## src/rtl/game_pkg.sv

```systemverilog
// Shared button types, bit map and default timing for the game/pixel pipeline.
package game_pkg;

    typedef enum logic [1:0] {
        IDLE         = 2'd0,
        PRESS_WAIT   = 2'd1,
        HELD         = 2'd2,
        RELEASE_WAIT = 2'd3
    } btn_state_e;

    localparam int BTN_C = 0;
    localparam int BTN_U = 1;
    localparam int BTN_D = 2;
    localparam int BTN_R = 3;
    localparam int BTN_L = 4;

    // 36 MHz pixel clock: 10 ms debounce, 0.5 s first repeat, 0.1 s repeat period
    localparam int DEF_N_BTN           = 5;
    localparam int DEF_DEBOUNCE_CYCLES = 360000;
    localparam int DEF_REPEAT_DELAY    = 18000000;
    localparam int DEF_REPEAT_PERIOD   = 3600000;

endpackage

```

## src/rtl/button_channel.sv

```systemverilog
// One button: 2-flop synchroniser, debounce FSM and auto-repeat; strobes are registered.
// Press/level rise DEBOUNCE_CYCLES+3 edges after the raw change is first sampled.
module button_channel
    import game_pkg::*;
#(
    parameter bit ACTIVE_LOW      = 1'b1,
    parameter int DEBOUNCE_CYCLES = DEF_DEBOUNCE_CYCLES,
    parameter bit REPEAT_EN       = 1'b1,
    parameter int REPEAT_DELAY    = DEF_REPEAT_DELAY,
    parameter int REPEAT_PERIOD   = DEF_REPEAT_PERIOD
) (
    input  logic pixel_clk,
    input  logic rst_n,
    input  logic btn_raw,
    output logic btn_level,
    output logic btn_press,
    output logic btn_release,
    output logic btn_repeat
);

    localparam int CNT_W  = $clog2(DEBOUNCE_CYCLES);
    localparam int RCNT_W = $clog2(REPEAT_DELAY + 2);
    localparam int PCNT_W = (REPEAT_PERIOD > 1) ? $clog2(REPEAT_PERIOD) : 1;

    localparam logic [CNT_W-1:0]  CNT_LAST  = CNT_W'(DEBOUNCE_CYCLES - 1);
    localparam logic [RCNT_W-1:0] RCNT_FIRE = RCNT_W'(REPEAT_DELAY);
    localparam logic [RCNT_W-1:0] RCNT_SAT  = RCNT_W'(REPEAT_DELAY + 1);
    localparam logic [PCNT_W-1:0] PCNT_LAST = PCNT_W'(REPEAT_PERIOD - 1);

    logic              sync1;
    logic              sync2;
    logic              s;
    btn_state_e        state;
    logic [CNT_W-1:0]  cnt;
    logic [RCNT_W-1:0] rcnt;
    logic [PCNT_W-1:0] pcnt;

    always_ff @(posedge pixel_clk or negedge rst_n) begin
        if (!rst_n) begin
            sync1 <= ACTIVE_LOW;
            sync2 <= ACTIVE_LOW;
        end else begin
            sync1 <= btn_raw;
            sync2 <= sync1;
        end
    end

    assign s = sync2 ^ ACTIVE_LOW;

    always_ff @(posedge pixel_clk or negedge rst_n) begin
        if (!rst_n) begin
            state       <= IDLE;
            cnt         <= '0;
            rcnt        <= '0;
            pcnt        <= '0;
            btn_level   <= 1'b0;
            btn_press   <= 1'b0;
            btn_release <= 1'b0;
            btn_repeat  <= 1'b0;
        end else begin
            btn_press   <= 1'b0;
            btn_release <= 1'b0;
            btn_repeat  <= 1'b0;
            case (state)
                IDLE: begin
                    if (s) begin
                        state <= PRESS_WAIT;
                        cnt   <= '0;
                    end
                end
                PRESS_WAIT: begin
                    if (!s) begin
                        state <= IDLE;
                    end else if (cnt == CNT_LAST) begin
                        state      <= HELD;
                        btn_level  <= 1'b1;
                        btn_press  <= 1'b1;
                        btn_repeat <= 1'b1;
                        rcnt       <= '0;
                        pcnt       <= '0;
                    end else begin
                        cnt <= cnt + 1'b1;
                    end
                end
                HELD: begin
                    if (!s) begin
                        state <= RELEASE_WAIT;
                        cnt   <= '0;
                    end else if (REPEAT_EN) begin
                        // rcnt parks at DELAY+1 once the first repeat fires; pcnt paces the rest
                        if (rcnt == RCNT_FIRE) begin
                            btn_repeat <= 1'b1;
                            rcnt       <= RCNT_SAT;
                            pcnt       <= '0;
                        end else if (rcnt == RCNT_SAT) begin
                            if (pcnt == PCNT_LAST) begin
                                btn_repeat <= 1'b1;
                                pcnt       <= '0;
                            end else begin
                                pcnt <= pcnt + 1'b1;
                            end
                        end else begin
                            rcnt <= rcnt + 1'b1;
                        end
                    end
                end
                RELEASE_WAIT: begin
                    if (s) begin
                        state <= HELD;
                    end else if (cnt == CNT_LAST) begin
                        state       <= IDLE;
                        btn_level   <= 1'b0;
                        btn_release <= 1'b1;
                    end else begin
                        cnt <= cnt + 1'b1;
                    end
                end
                default: state <= IDLE;
            endcase
        end
    end

endmodule

```

## src/rtl/button_conditioner.sv

```systemverilog
// Synchronises, debounces and auto-repeats N_BTN independent push-buttons (bit 0=c,1=u,2=d,3=r,4=l).
// Latency DEBOUNCE_CYCLES+3 edges per change; no backpressure, strobes are single-cycle.
module button_conditioner
    import game_pkg::*;
#(
    parameter int N_BTN           = DEF_N_BTN,
    parameter bit ACTIVE_LOW      = 1'b1,
    parameter int DEBOUNCE_CYCLES = DEF_DEBOUNCE_CYCLES,
    parameter bit REPEAT_EN       = 1'b1,
    parameter int REPEAT_DELAY    = DEF_REPEAT_DELAY,
    parameter int REPEAT_PERIOD   = DEF_REPEAT_PERIOD
) (
    input  logic             pixel_clk,
    input  logic             rst_n,
    input  logic [N_BTN-1:0] btn_raw,
    output logic [N_BTN-1:0] btn_level,
    output logic [N_BTN-1:0] btn_press,
    output logic [N_BTN-1:0] btn_release,
    output logic [N_BTN-1:0] btn_repeat
);

    for (genvar i = 0; i < N_BTN; i++) begin : g_chan
        button_channel #(
            .ACTIVE_LOW      (ACTIVE_LOW),
            .DEBOUNCE_CYCLES (DEBOUNCE_CYCLES),
            .REPEAT_EN       (REPEAT_EN),
            .REPEAT_DELAY    (REPEAT_DELAY),
            .REPEAT_PERIOD   (REPEAT_PERIOD)
        ) u_chan (
            .pixel_clk   (pixel_clk),
            .rst_n       (rst_n),
            .btn_raw     (btn_raw[i]),
            .btn_level   (btn_level[i]),
            .btn_press   (btn_press[i]),
            .btn_release (btn_release[i]),
            .btn_repeat  (btn_repeat[i])
        );
    end

endmodule

```

## config.mk

```make
export PLATFORM = sky130hd
export DESIGN_NAME = button_conditioner
export DESIGN_NICKNAME = d
export VERILOG_FILES = /design/src/rtl/game_pkg.sv /design/src/rtl/button_channel.sv /design/src/rtl/button_conditioner.sv
export SDC_FILE = /design/constraint.sdc
export NUM_CORES = 1
export LEC_CHECK = 0
export ABC_AREA = 1
export BUFFER_PORTS_ARGS = -buffer_cell sky130_fd_sc_hd__buf_2
export CORE_MARGIN = 1
export CORE_UTILIZATION = 24
export CTS_CLUSTER_SIZE = 28
export DETAILED_ROUTE_END_ITERATION = 7
export SYNTH_ARGS = -nofsm -noshare
export SYNTH_HDL_FRONTEND = slang
export SYNTH_SLANG_ARGS = --single-unit
```

## constraint.sdc

```tcl
create_clock -name pixel_clk -period 1.7 [get_ports pixel_clk]
set_input_delay 0.34 -clock pixel_clk [delete_from_list [all_inputs] [get_ports pixel_clk]]
set_output_delay 0.34 -clock pixel_clk [all_outputs]
set_load 0.03 [all_outputs]
```

==> results of run 1 <==
kinds of logic (layout without fill, tap and decap cells):
family,count (synthesis),after routing
simple gates,2326,2327
buf+inv,536,1197
flops,370,370
compound gates,354,354
xor+xnor,140,140
fa+ha+maj,45,45
routing by layer:
layer  part of all wire [%]  global-route usage [%]  up-vias  wire length [µm]
li1                       -                       -    13347                 -
met4                    2.4                   3.776        0              1787
met1                     45                   17.18    12463             33580
met5                      0                       0        -                 0
met3                    4.0                   1.656      116              2995
met2                     49                   21.99      502             36470
cell usage in the layout, fill, tap and decap left out, types with 96 or more instances in the layout:
cell                      netlist  layout
sky130_fd_sc_hd__o21ai_0      179      96
sky130_fd_sc_hd__buf_4         31     523
sky130_fd_sc_hd__o21ai_2       28      97
sky130_fd_sc_hd__xor2_1       118     118
sky130_fd_sc_hd__nand2_2       10     171
sky130_fd_sc_hd__nor2_1       476     397
sky130_fd_sc_hd__inv_1        423     377
sky130_fd_sc_hd__nand3_1      273     239
sky130_fd_sc_hd__nand2_1     1262     998
sky130_fd_sc_hd__dfrtp_1      360     348
sky130_fd_sc_hd__nand4_1      160     160
sky130_fd_sc_hd__nand2_4        2      96
cell usage after synthesis (all sizes together), types with 10 or more instances:
cell | number | area, µm²
a21oi | 36 | 229.0
buf | 69 | 475.5
clkbuf | 36 | 136.4
dfrtp | 360 | 9009
dfstp | 10 | 262.8
ha | 45 | 563.0
inv | 428 | 1607
nand2 | 1274 | 4822
nand3 | 278 | 1424
nand3b | 24 | 183.9
nand4 | 160 | 1001
nor2 | 488 | 1877
nor3 | 88 | 445.4
o21ai | 288 | 1546
xnor2 | 22 | 192.7
xor2 | 118 | 1033
final cells by class:
class / count / area share (%)
clock buffers: 68 / 3.864
clock inverters: 18 / 0.6502
inverters: 431 / 4.531
multi-input cells: 2866 / 44.00
flip-flops and latches: 370 / 25.14
well taps: 1380 / 4.674
repair buffers: 678 / 17.10
repair inverters: 2 / 0.05080
through the flow:
step | setup TNS (ps) | hold WS [ps]
global route | -41790 | 208.6
CTS | -5780 | 180.2
global placement | -16270 | 259.6
floorplan | -8392 | 44.41
detailed placement | -20830 | 255.5
finish | -13040 | 202.2
registers in the layout, indices dropped and copies added (netlist names), named ones only:
name / cells
g_chan.u_chan.pcnt: 110
g_chan.u_chan.rcnt: 125
g_chan.u_chan.sync2: 5
g_chan.u_chan.cnt: 95
g_chan.u_chan.btn_press: 5
g_chan.u_chan.sync1: 5
g_chan.u_chan.btn_level: 5
g_chan.u_chan.btn_release: 5
g_chan.u_chan.btn_repeat: 5
g_chan.u_chan.state: 5
repair_timing:
| action | in CTS | in global routing |
|---|---|---|
| resized for setup | 175 | 677 |
| pin swaps | 51 | 145 |
| endpoints found under the hold margin | 280 | 0 |
| cloned | 12 | 36 |
| hold buffers | 6 | 0 |
| buffers inserted | 40 | 41 |
| endpoints found under the setup margin | 259 | 342 |
path summary, 6_finish.rpt:
kind | from | to
setup / recovery | g_chan[3].u_chan.rcnt[0]$_DFFE_PN0P_ | g_chan[3].u_chan.pcnt[9]$_DFFE_PN0P_
hold / removal | rst_n | g_chan[4].u_chan.pcnt[10]$_DFFE_PN0P_
setup reg to reg | g_chan[3].u_chan.rcnt[0]$_DFFE_PN0P_ | g_chan[3].u_chan.pcnt[9]$_DFFE_PN0P_
hold reg to reg | g_chan[4].u_chan.sync1$_DFF_PN1_ | g_chan[4].u_chan.sync2$_DFF_PN1_
max in group asynchronous | rst_n | g_chan[3].u_chan.sync1$_DFF_PN1_
min in group pixel_clk | g_chan[4].u_chan.sync1$_DFF_PN1_ | g_chan[4].u_chan.sync2$_DFF_PN1_
power by group:
| part | leakage (nW) | internal [mW] | switching (mW) |
|---|---|---|---|
| sequential | 5.08 | 9.28 | 0.485 |
| combinational | 10.5 | 10.6 | 12.3 |
| clock | 0.836 | 6.70 | 4.12 |
critical path, cell delays in order (launching register included):
cell and delay [ps]:
sky130_fd_sc_hd__dfrtp_2 450, sky130_fd_sc_hd__inv_2 110, sky130_fd_sc_hd__ha_4 140, sky130_fd_sc_hd__nand2_2 60
sky130_fd_sc_hd__nor2_4 100, sky130_fd_sc_hd__nand2_2 80, sky130_fd_sc_hd__nor2_4 140, sky130_fd_sc_hd__nor2_4 50
sky130_fd_sc_hd__buf_6 110, sky130_fd_sc_hd__nor2_4 210, sky130_fd_sc_hd__buf_8 180, sky130_fd_sc_hd__nand3_1 80
sky130_fd_sc_hd__nand2_1 70
==> impl_table.tex, run 1 <==
\begin{tabular}{lr}
\hline
Metric & Value \\
\hline
\multicolumn{2}{l}{\textbf{Global routing}} \\
Number of antenna violations at the first check in global routing & 0 \\
Overflow after GRT & 0 \\
Number of global-route vias before repair & 25,082 \\
Global router's overall resource usage & 12.98\% \\
Maximum number of pins on one net before global-route repair & 51 \\
Global-route wire length before repair & 118,600 µm \\
\multicolumn{2}{l}{\textbf{STA}} \\
Final clock period utilization by the worst path & 109.5\% \\
Relative slew margins & 72.80\% \\
Fin worst setup slack & -161.1 ps \\
Timing-limited maximum frequency & 0.5373 GHz \\
Slew of the pin with the lowest slew margin & 404.3 ps \\
Worst clock skew & 24.15 ps \\
Time the final worst path needs with I/O delays and setup & around 1900 ps \\
Final hold violations & 0 \\
Unrepaired setup endpoints after global routing & true \\
Finish-stage setup viols & 230 \\
Slew Limit Fails & 0 \\
\multicolumn{2}{l}{\textbf{Placement}} \\
Final estimated routing congestion in global placement & 0.9082 \\
Final HPWL DP & 49,320 µm \\
Placed cell count & between 5,000 and 6,000 \\
Placed inst area & 0.03093 mm² \\
Setup Slack @ Placement & -277.4 ps \\
Port Buffer Count & 26 \\
\multicolumn{2}{l}{\textbf{Cells and area}} \\
Fill cell instance count of the final layout & 10,713 \\
Sequential Area & 0.009286 mm² \\
P\&R area growth vs syn & 46.99\% \\
Count of nets after finishing & 4,447 \\
Antenna diode count & 0 \\
Layout cell share with drive strength beyond 1 & around a third \\
Utilization of the core after routing & 35.65\% \\
Non-filler instance count after layout & 5,813 \\
Design Area, Final & 0.03695 mm² \\
Area of the multi-input gates & 0.01625 mm² \\
\multicolumn{2}{l}{\textbf{Hold path}} \\
Hold/Removal Path Class & input pin to asynchronous set/reset pin \\
\multicolumn{2}{l}{\textbf{Setup path}} \\
CP required & around 2200 ps \\
Crit end category & flop \\
Reg2reg path depth & 12 \\
Maximum fanout count along the critical path & 10 \\
Critical path class & flop to flop \\
Worst setup slack for register-to-register paths & -160 ps \\
Critical Path AT & 2400 ps \\
Launching element type of the critical path & flop \\
\multicolumn{2}{l}{\textbf{Routing}} \\
Final wirelength & 74,830 µm \\
Vias & 26,428 \\
Average wire length per cell after detail routing & 12.87 µm \\
Iteration-0 DRC count of the detailed router & 1,602 \\
Total iterations of the first detailed-routing run & 6 \\
Via-per-instance ratio & 4.546 \\
Remaining DRCs & 0 \\
Residual antenna-violating net count after detailed routing & 0 \\
\multicolumn{2}{l}{\textbf{Logic synthesis}} \\
Largest family of logic cells by synthesized area & simple AND/OR/NAND/NOR gates \\
Number of enable-type register cells in the synthesized netlist & 0 \\
Multiplexer fraction of the synthesized cell area & 0\% \\
FF+latch count, synth & 370 \\
Adder-cell area share of the yosys netlist & 2.240\% \\
Yosys synthesis warning count & 0 \\
Netlist area before placement & $\sim$0.025 mm² \\
Async set-reset flop share out of synthesis & 100.0\% \\
Synthesized area per cell & 6.665 µm² \\
Commonest register cell after synthesis & sky130\_fd\_sc\_hd\_\_dfrtp\_1 \\
Number of unique standard cell types used by synthesis & 51 \\
Basic-gate share of the synthesized area counting and, or, nand and nor cells & 39.16\% \\
Seq/Total Area, Yosys & 36.89\% \\
Cells after synthesis & 3,771 \\
Total nets after synthesis & roughly 3,800 \\
Xor/xnor cell area share of the yosys netlist & a little under 5\% \\
Synthesized-area fraction occupied by ao, oa, aoi and oai cells & 7.965\% \\
\multicolumn{2}{l}{\textbf{Power and ir drop}} \\
Static power due to leakage & 16.42 nW \\
Overall power of the completed layout & 43.45 mW \\
VDD IR-drop max & 0.9506 mV \\
Power density cells & 1176 mW/mm² \\
\multicolumn{2}{l}{\textbf{Floorplan}} \\
Area of the placeable core & 0.1036 mm² \\
Die height & 325.6 µm \\
Row cnt & 118 \\
Initial standard-cell utilization of the core & about a quarter \\
Area enclosed by the die boundary & 0.1060 mm² \\
Overall die width & 325.6 µm \\
IO Count & 27 \\
\multicolumn{2}{l}{\textbf{Clock network}} \\
Buffers from clock root to sink, at most & 3 \\
Number of H-tree levels & 2 \\
Post-CTS clock slew at the launch and capture registers of the worst setup and hold paths & 60 ps \\
TritonCTS clock tree & yes \\
Clock insertion delay at the later pin of the skew report & slightly above 600 ps \\
Clock root buffer master & sky130\_fd\_sc\_hd\_\_clkbuf\_16 \\
CTS buffer count & 46 \\
Clock sink total & between 300 and 400 \\
\multicolumn{2}{l}{\textbf{Flow run}} \\
Max capacitance violation total & 0 \\
\multicolumn{2}{l}{\textbf{Run status}} \\
Violated checks & setup timing \\
Outcome & finished, violations left \\
\hline
\end{tabular}
Note: power is estimated with default switching activity, not from simulation.
==> run 2: changes to the inputs <==
Settings changed: SYNTH_HIERARCHICAL from default to 1.
==> run 2 against run 1 <==
Net effect:
- the run still ends with setup timing left
- combinational power shrank 49%
- synthesized cell count is 0.95% lower
- power decreased by 27%
- fmax grew 1.8%
- clock-buffer cell count rose by 3
- sequential share of layout area increased by 1.0 points
- via count shrank 6.9%
==> impl_table.tex, run 2 <==
\begin{tabular}{lr}
\hline
Metric & Value \\
\hline
\multicolumn{2}{l}{\textbf{Clock network}} \\
Buffers from clock root to sink, at most & 3 \\
CTS buffer count & between 40 and 50 \\
Clock sink total & 370 \\
TritonCTS clock tree & yes \\
Number of H-tree levels & 2 \\
Clock root buffer master & sky130\_fd\_sc\_hd\_\_clkbuf\_16 \\
Post-CTS clock slew at the launch and capture registers of the worst setup and hold paths & 70 ps \\
Clock insertion delay at the later pin of the skew report & around 590 ps \\
\multicolumn{2}{l}{\textbf{Routing}} \\
Uppermost routed layer & met4 \\
Residual antenna-violating net count after detailed routing & 0 \\
Vias & 24,615 \\
Iteration-0 DRC count of the detailed router & between 1,000 and 1,500 \\
Total iterations of the first detailed-routing run & 5 \\
Met3 wirelength from detailed routing & 1949 µm \\
Post-Route M1 WL & between 30,000 and 40,000 µm \\
Remaining DRCs & 0 \\
Routed met2 length & 31,800 µm \\
Average wire length per cell after detail routing & 11.72 µm \\
Final wirelength & around 67,000 µm \\
Via-per-instance ratio & around 4.3 \\
\multicolumn{2}{l}{\textbf{Logic synthesis}} \\
Most frequent cell after synthesis & sky130\_fd\_sc\_hd\_\_nand2\_1 \\
Share of Yosys cell area claimed by the top area cell type & a little over a third \\
Biggest area contributors in the synthesized netlist & sky130\_fd\_sc\_hd\_\_dfrtp\_1 35\%, sky130\_fd\_sc\_hd\_\_nand2\_1 20\%, sky130\_fd\_sc\_hd\_\_nand3\_1 6.7\% \\
Async set-reset flop share out of synthesis & 100.0\% \\
Seq/Total Area, Yosys & 36.23\% \\
Most frequent cells after synthesis & 1,342 x sky130\_fd\_sc\_hd\_\_nand2\_1, 413 x sky130\_fd\_sc\_hd\_\_nor2\_1, 398 x sky130\_fd\_sc\_hd\_\_inv\_1 \\
Commonest register cell after synthesis & sky130\_fd\_sc\_hd\_\_dfrtp\_1 \\
Cell type contributing the most total cell area after synthesis & sky130\_fd\_sc\_hd\_\_dfrtp\_1 \\
Cells after synthesis & about 3,700 \\
Netlist area before placement & 0.02559 mm² \\
Synthesized area per cell & 6.851 µm² \\
Number of unique standard cell types used by synthesis & 39 \\
Yosys synthesis warning count & 6 \\
Total nets after synthesis & roughly 3,800 \\
FF+latch count, synth & 370 \\
Number of enable-type register cells in the synthesized netlist & 0 \\
\multicolumn{2}{l}{\textbf{Setup path}} \\
Destination of the critical timing path & g\_chan[0].u\_chan/rcnt[10]\$\_DFFE\_PN0P\_ \\
Launching element type of the critical path & flop \\
Launching point of the worst reg2reg path & g\_chan[0].u\_chan/rcnt[1]\$\_DFFE\_PN0P\_ \\
Critical path class & flop to flop \\
CP required & roughly 2200 ps \\
Reg2reg path depth & 11 \\
Worst setup slack for register-to-register paths & -130 ps \\
Crit end category & flop \\
Capturing point of the worst reg2reg path & g\_chan[0].u\_chan/rcnt[10]\$\_DFFE\_PN0P\_ \\
Maximum fanout count along the critical path & 8 \\
Origin of the worst setup path & g\_chan[0].u\_chan/rcnt[1]\$\_DFFE\_PN0P\_ \\
Critical Path AT & 2300 ps \\
\multicolumn{2}{l}{\textbf{Cells and area}} \\
Area of the multi-input gates & around 0.016 mm² \\
P\&R area growth vs syn & 38.90\% \\
Design Area, Final & 0.03554 mm² \\
Max FFs per register & 125 \\
Antenna diode count & 0 \\
Largest registers ranked by flip-flop count & g\_chan.u\_chan/rcnt: 125 flops, g\_chan.u\_chan/pcnt: 110 flops, g\_chan.u\_chan/cnt: 95 flops \\
Count of nets after finishing & 4,314 \\
Sequential Area & between 0.009 and 0.01 mm² \\
Utilization of the core after routing & 33.67\% \\
Non-filler instance count after layout & approximately 5,700 \\
Top library cells by usage in the layout, fill and taps aside & 1,155 x sky130\_fd\_sc\_hd\_\_nand2\_1, 449 x sky130\_fd\_sc\_hd\_\_buf\_4, 375 x sky130\_fd\_sc\_hd\_\_nor2\_1 \\
Fill cell instance count of the final layout & 10,934 \\
Layout cell share with drive strength beyond 1 & 29.79\% \\
Register with the most flip-flops & g\_chan.u\_chan/rcnt \\
Most common library cell in the layout ignoring fill and taps & sky130\_fd\_sc\_hd\_\_nand2\_1 \\
\multicolumn{2}{l}{\textbf{Placement}} \\
Placed inst area & roughly 0.030 mm² \\
Port Buffer Count & 26 \\
Placed cell count & roughly 5,500 \\
Final estimated routing congestion in global placement & a little under 0.9 \\
Final HPWL DP & 43,110 µm \\
\multicolumn{2}{l}{\textbf{STA}} \\
Timing-limited maximum frequency & 0.5469 GHz \\
Worst clock skew & 22.05 ps \\
Unrepaired setup endpoints after global routing & true \\
Fin worst setup slack & -128.6 ps \\
Setup total negative slack & -11,420 ps \\
Relative slew margins & about two thirds \\
Slew of the pin with the lowest slew margin & 496.7 ps \\
Finish-stage setup viols & 190 \\
Final hold violations & 0 \\
Time the final worst path needs with I/O delays and setup & 1829 ps \\
Slew Limit Fails & 0 \\
Final clock period utilization by the worst path & 107.6\% \\
\multicolumn{2}{l}{\textbf{Power and ir drop}} \\
Net switching component of the power & 10.99 mW \\
VDD IR-drop max & 0.9798 mV \\
Power density cells & 890.4 mW/mm² \\
Comb power frac & 36.5\% \\
Power Internal & 20.65 mW \\
Proportion of total power due to net switching & roughly a third \\
Static power due to leakage & approximately 17 nW \\
Sequential share of power & 30.7\% \\
Overall power of the completed layout & 31.65 mW \\
Clock group share of total power & about a third \\
\multicolumn{2}{l}{\textbf{Global routing}} \\
Maximum number of pins on one net before global-route repair & 57 \\
Global router's overall resource usage & between 10 and 15\% \\
Number of antenna violations at the first check in global routing & 0 \\
Overflow after GRT & 0 \\
Number of global-route vias before repair & approximately 23,000 \\
Global-route wire length before repair & 105,100 µm \\
\multicolumn{2}{l}{\textbf{Floorplan}} \\
Area enclosed by the die boundary & 0.1079 mm² \\
IO Count & 27 \\
Die height & 328.5 µm \\
Row cnt & 119 \\
Area of the placeable core & 0.1056 mm² \\
Initial standard-cell utilization of the core & 24.24\% \\
Overall die width & 328.5 µm \\
\multicolumn{2}{l}{\textbf{Hold path}} \\
Hold/Removal Path Class & input pin to asynchronous set/reset pin \\
\multicolumn{2}{l}{\textbf{Run status}} \\
Violated checks & setup timing \\
Outcome & finished, violations left \\
\multicolumn{2}{l}{\textbf{Flow run}} \\
Max capacitance violation total & 0 \\
\hline
\end{tabular}
run 2: cell types whose count changed after synthesis, sizes merged, moves of 19 or more:
cell	delta
nand2	+112
o21ai	-52
inv	-19
nand4	-103
xnor2	+23
nand3	+76
nor3	-39
run 2: layout make-up:
cell class / count / share of cell area (%)
multi-input combinational: 2853 / 44.89
clock buffer: 71 / 3.957
timing repair inverter: 1 / 0.02112
clock inverter: 15 / 0.5456
sequential: 370 / 26.14
tap: 1391 / 4.897
inverter: 414 / 4.428
timing repair buffer: 576 / 15.12
run 2: cells by family after synthesis:
kind of cell / synth area share, %
flip-flops: 36.23
AND/OR/NAND/NOR: 39.89
AO/OA/AOI/OAI: 6.366
buffers and inverters: 9.358
adder cells (fa/ha/maj): 2.200
XOR/XNOR: 5.955
run 2: how the worst min path moves through the flow:
| stage | startpoint | end | slack [ps] | cells past startpoint |
|---|---|---|---|---|
| 5_1_grt | rst_n | g_chan[4].u_chan/rcnt[0]$_DFFE_PN0P_ | 230 | 2 |
| 6_report | rst_n | g_chan[4].u_chan/rcnt[0]$_DFFE_PN0P_ | 240 | 2 |
| 3_3_place_gp | rst_n | g_chan[0].u_chan/rcnt[17]$_DFFE_PN0P_ | 240 | 1 |
| 2_1_floorplan | rst_n | asynchronous set/reset pin | 40 | 0 |
| 4_1_cts | rst_n | g_chan[4].u_chan/rcnt[0]$_DFFE_PN0P_ | 220 | 2 |
| 3_5_place_dp | rst_n | g_chan[0].u_chan/rcnt[17]$_DFFE_PN0P_ | 250 | 1 |
run 2: worst max-delay path, stage by stage, from the launching register on:
cell and delay (ps):
sky130_fd_sc_hd__dfrtp_1 400, sky130_fd_sc_hd__inv_2 110, sky130_fd_sc_hd__ha_4 130, sky130_fd_sc_hd__nor3b_2 160, sky130_fd_sc_hd__nand2_1 80, sky130_fd_sc_hd__nor2_2 140, sky130_fd_sc_hd__nand2_2 120, sky130_fd_sc_hd__nand3_4 120
sky130_fd_sc_hd__nand2_8 120, sky130_fd_sc_hd__clkbuf_16 210, sky130_fd_sc_hd__nand2_4 60, sky130_fd_sc_hd__o21ai_2 40
run 2: repair_timing:
| item | 4_1_cts | 5_1_grt |
|---|---|---|
| hold buffers | 6 | 0 |
| setup endpoints to repair | 236 | 338 |
| pin swaps | 11 | 133 |
| endpoints found under the hold margin | 291 | 0 |
| cloned | 1 | 44 |
| buffers inserted | 13 | 56 |
| gates resized for setup | 57 | 549 |
run 2: power groups by stage:
stage | Clock [mW] | Sequential [mW] | Combinational (mW)
5_1_grt | 11.1 | 9.77 | 12.6
3_5_place_dp | 0 | 9.78 | 7.85
3_3_place_gp | 0 | 9.76 | 7.78
4_1_cts | 10.8 | 9.62 | 8.31
6_report | 10.4 | 9.72 | 11.6
2_1_floorplan | 0 | 9.81 | 4.78
run 2: metal layers:
metal / global-route usage [%] / vias up
met1: 15.15 / 11474
met4: 2.740 / 0
met3: 1.399 / 86
met5: 0 / -
li1: - / 12783
met2: 18.65 / 272
run 2: stage by stage:
step	hold slack, ps	setup WS [ps]
2_1_floorplan	44.41	21.19
3_3_place_gp	244.4	-201.2
3_5_place_dp	247.2	-241.9
4_1_cts	220.5	-28.97
5_1_grt	226.5	-222.5
6_report	236.8	-128.6
==> run 3: changes to the inputs <==
Settings changed: BUFFER_PORTS_ARGS -buffer_cell sky130_fd_sc_hd__buf_2 to default, DONT_BUFFER_PORTS from default to 1, TNS_END_PERCENT from default to 50.
Clock period 1.7 ns to 1.5 ns, I/O delays scaled along.
==> run 3 against run 2 <==
Net effect:
- the run ends with DRC, hold timing, setup timing left
- die area unchanged
- worst hold slack worse by 840 ps
- clock skew is 6.9 ps lower
- critical endpoint is now g_chan[4].u_chan/pcnt[18]$_DFFE_PN0P_
- largest cell class unchanged
==> impl_table.tex, run 3 (same netlist as run 2, synthesis figures left out) <==
\begin{tabular}{lr}
\hline
Metric & Value \\
\hline
\multicolumn{2}{l}{\textbf{STA}} \\
Timing-limited maximum frequency & 0.5338 GHz \\
Time the final worst path needs with I/O delays and setup & 1873 ps \\
Final hold violations & 367 \\
Finish-stage setup viols & 346 \\
Slew Limit Fails & 0 \\
Slew of the pin with the lowest slew margin & 905.9 ps \\
Relative slew margins & about 40\% \\
Worst hold slack after final layout & -601.2 ps \\
Fin worst setup slack & -373.5 ps \\
Unrepaired setup endpoints after global routing & true \\
Final clock period utilization by the worst path & 124.9\% \\
Worst clock skew & 15.18 ps \\
\multicolumn{2}{l}{\textbf{Clock network}} \\
TritonCTS clock tree & yes \\
CTS buffer count & 49 \\
Clock insertion delay at the later pin of the skew report & 600 ps \\
Number of H-tree levels & 2 \\
Clock root buffer master & sky130\_fd\_sc\_hd\_\_clkbuf\_16 \\
Post-CTS clock slew at the launch and capture registers of the worst setup and hold paths & 60 ps \\
Buffers from clock root to sink, at most & 3 \\
Cts-stage hold buffer count & 5 \\
Clock sink total & 370 \\
\multicolumn{2}{l}{\textbf{Placement}} \\
Final estimated routing congestion in global placement & 0.8684 \\
Placed inst area & around 0.033 mm² \\
Port Buffer Count & 0 \\
Setup Slack @ Placement & -366.0 ps \\
Final HPWL DP & $\sim$45,000 µm \\
Placed cell count & 5,756 \\
\multicolumn{2}{l}{\textbf{Setup path}} \\
Capturing point of the worst reg2reg path & g\_chan[4].u\_chan/pcnt[18]\$\_DFFE\_PN0P\_ \\
Critical Path AT & roughly 2400 ps \\
Launching element type of the critical path & flop \\
Critical path class & flop to flop \\
Reg2reg path depth & 12 \\
Launching point of the worst reg2reg path & g\_chan[4].u\_chan/rcnt[8]\$\_DFFE\_PN0P\_ \\
Crit end category & flop \\
CP required & 2040 ps \\
Maximum fanout count along the critical path & 5 \\
Worst setup slack for register-to-register paths & -370 ps \\
\multicolumn{2}{l}{\textbf{Routing}} \\
Total iterations of the first detailed-routing run & 7 \\
Remaining DRCs & 2 \\
Final wirelength & 71,860 µm \\
Residual antenna-violating net count after detailed routing & 0 \\
Iteration-0 DRC count of the detailed router & approximately 1,300 \\
Average wire length per cell after detail routing & 12.01 µm \\
Via-per-instance ratio & 4.322 \\
Vias & 25,856 \\
\multicolumn{2}{l}{\textbf{Cells and area}} \\
Area of the multi-input gates & 0.01617 mm² \\
Largest registers ranked by flip-flop count & g\_chan.u\_chan/rcnt: 125 flops, g\_chan.u\_chan/pcnt: 110 flops, g\_chan.u\_chan/cnt: 95 flops \\
Count of nets after finishing & 4,606 \\
Design Area, Final & 0.03818 mm² \\
Antenna diode count & 0 \\
P\&R area growth vs syn & 49.21\% \\
Top library cells by usage in the layout, fill and taps aside & 1,091 x sky130\_fd\_sc\_hd\_\_nand2\_1, 740 x sky130\_fd\_sc\_hd\_\_buf\_4, 372 x sky130\_fd\_sc\_hd\_\_nor2\_1 \\
Max FFs per register & 125 \\
Layout cell share with drive strength beyond 1 & 34.95\% \\
Register with the most flip-flops & g\_chan.u\_chan/rcnt \\
Non-filler instance count after layout & roughly 6,000 \\
Sequential Area & 0.009284 mm² \\
Most common library cell in the layout ignoring fill and taps & sky130\_fd\_sc\_hd\_\_nand2\_1 \\
Fill cell instance count of the final layout & 10,640 \\
\multicolumn{2}{l}{\textbf{Global routing}} \\
Overflow after GRT & 0 \\
Maximum number of pins on one net before global-route repair & about 370 \\
Global-route wire length before repair & 114,100 µm \\
Global router's overall resource usage & 12.30\% \\
Number of global-route vias before repair & 24,425 \\
Number of antenna violations at the first check in global routing & 0 \\
\multicolumn{2}{l}{\textbf{Run status}} \\
Violated checks & DRC, hold timing, setup timing \\
Outcome & finished, violations left \\
\multicolumn{2}{l}{\textbf{Flow run}} \\
Max capacitance violation total & 0 \\
\multicolumn{2}{l}{\textbf{Power and ir drop}} \\
VDD IR-drop max & 0.9631 mV \\
Power density cells & 959.8 mW/mm² \\
Static power due to leakage & approximately 19 nW \\
\multicolumn{2}{l}{\textbf{Floorplan}} \\
Area of the placeable core & 0.1056 mm² \\
Initial standard-cell utilization of the core & between 20\% and 30\% \\
Area enclosed by the die boundary & 0.1079 mm² \\
Row cnt & 119 \\
IO Count & 27 \\
Overall die width & 328.5 µm \\
Die height & 328.5 µm \\
\multicolumn{2}{l}{\textbf{Hold path}} \\
Hold/Removal Path Class & input pin to asynchronous set/reset pin \\
\hline
\end{tabular}
-- run 3: cell types whose count changed in the layout (fill, tap and decap cells not counted), sizes merged, moves of 2 or more --
cell	previous run	this run
nor2	475	477
bufinv	4	0
o21ai	239	236
buf	540	825
clkbuf	101	114
-- run 3: cell type report --
class                      count  area share (%)
tap                         1391           4.558
inverter                     414           4.103
clock buffer                  78           3.867
timing repair buffer         866           20.62
sequential                   370           24.31
multi-input combinational   2853           42.34
clock inverter                11          0.1933
-- run 3: repair_timing --
action / CTS / global route
buffers inserted: 45 / 37
pin swaps: 42 / 145
gates resized for setup: 128 / 485
hold endpoints to repair: 375 / 370
endpoints found under the setup margin: 352 / 354
cloned: 10 / 44
-- run 3: where the power goes --
group          internal, mW  switching, mW  leakage [nW]
Combinational          6.68           7.48          12.7
Clock                  6.71           4.80         0.756
Sequential             10.5          0.459          5.08
-- run 3: worst max-delay path: stages, from the launching register on --
cell                        delay (ps)
sky130_fd_sc_hd__dfrtp_1           380
sky130_fd_sc_hd__nor2_1            140
sky130_fd_sc_hd__nand2_2            90
sky130_fd_sc_hd__nor2_4            160
sky130_fd_sc_hd__buf_6             120
sky130_fd_sc_hd__nand2_4            50
sky130_fd_sc_hd__nor2_4            120
sky130_fd_sc_hd__nand3_4           150
sky130_fd_sc_hd__buf_12            170
sky130_fd_sc_hd__nor2_4            150
sky130_fd_sc_hd__clkbuf_16         180
sky130_fd_sc_hd__nand2_1            50
sky130_fd_sc_hd__nand2_1            60
-- run 3: stage by stage --
step                      TNS [ps]  utilization, %  total power, mW
after global routing       -117830           36.17            38.68
after detailed placement    -66960           30.85            20.93
final                       -82200           36.17            36.65
after floorplan             -18120               -            16.94
after global placement      -57560           30.85            20.80
after CTS                   -61630           33.38            34.16
-- run 3: metal layers --
metal	vias to the layer above	GRT usage, %	part of all wire, %
met5	-	0	0
met4	0	3.337	2.1
met3	100	1.743	3.1
met2	327	20.85	48
met1	12048	16.22	46
li1	13381	-	-
-- run 3: worst max path at each step --
stage / start / end / slack [ps]
floorplan: g_chan[1].u_chan/rcnt[0]$_DFFE_PN0P_ / g_chan[1].u_chan/rcnt[20]$_DFFE_PN0P_ / -80
global placement: g_chan[1].u_chan/state[0]$_DFFE_PN0P_ / g_chan[1].u_chan/pcnt[14]$_DFFE_PN0P_ / -340
detailed placement: flop / g_chan[1].u_chan/pcnt[19]$_DFFE_PN0P_ / -370
CTS: g_chan[0].u_chan/state[0]$_DFFE_PN0P_ / g_chan[0].u_chan/pcnt[17]$_DFFE_PN0P_ / -250
global route: g_chan[4].u_chan/rcnt[11]$_DFFE_PN0P_ / g_chan[4].u_chan/pcnt[18]$_DFFE_PN0P_ / -460
finish: g_chan[4].u_chan/rcnt[8]$_DFFE_PN0P_ / g_chan[4].u_chan/pcnt[18]$_DFFE_PN0P_ / -370
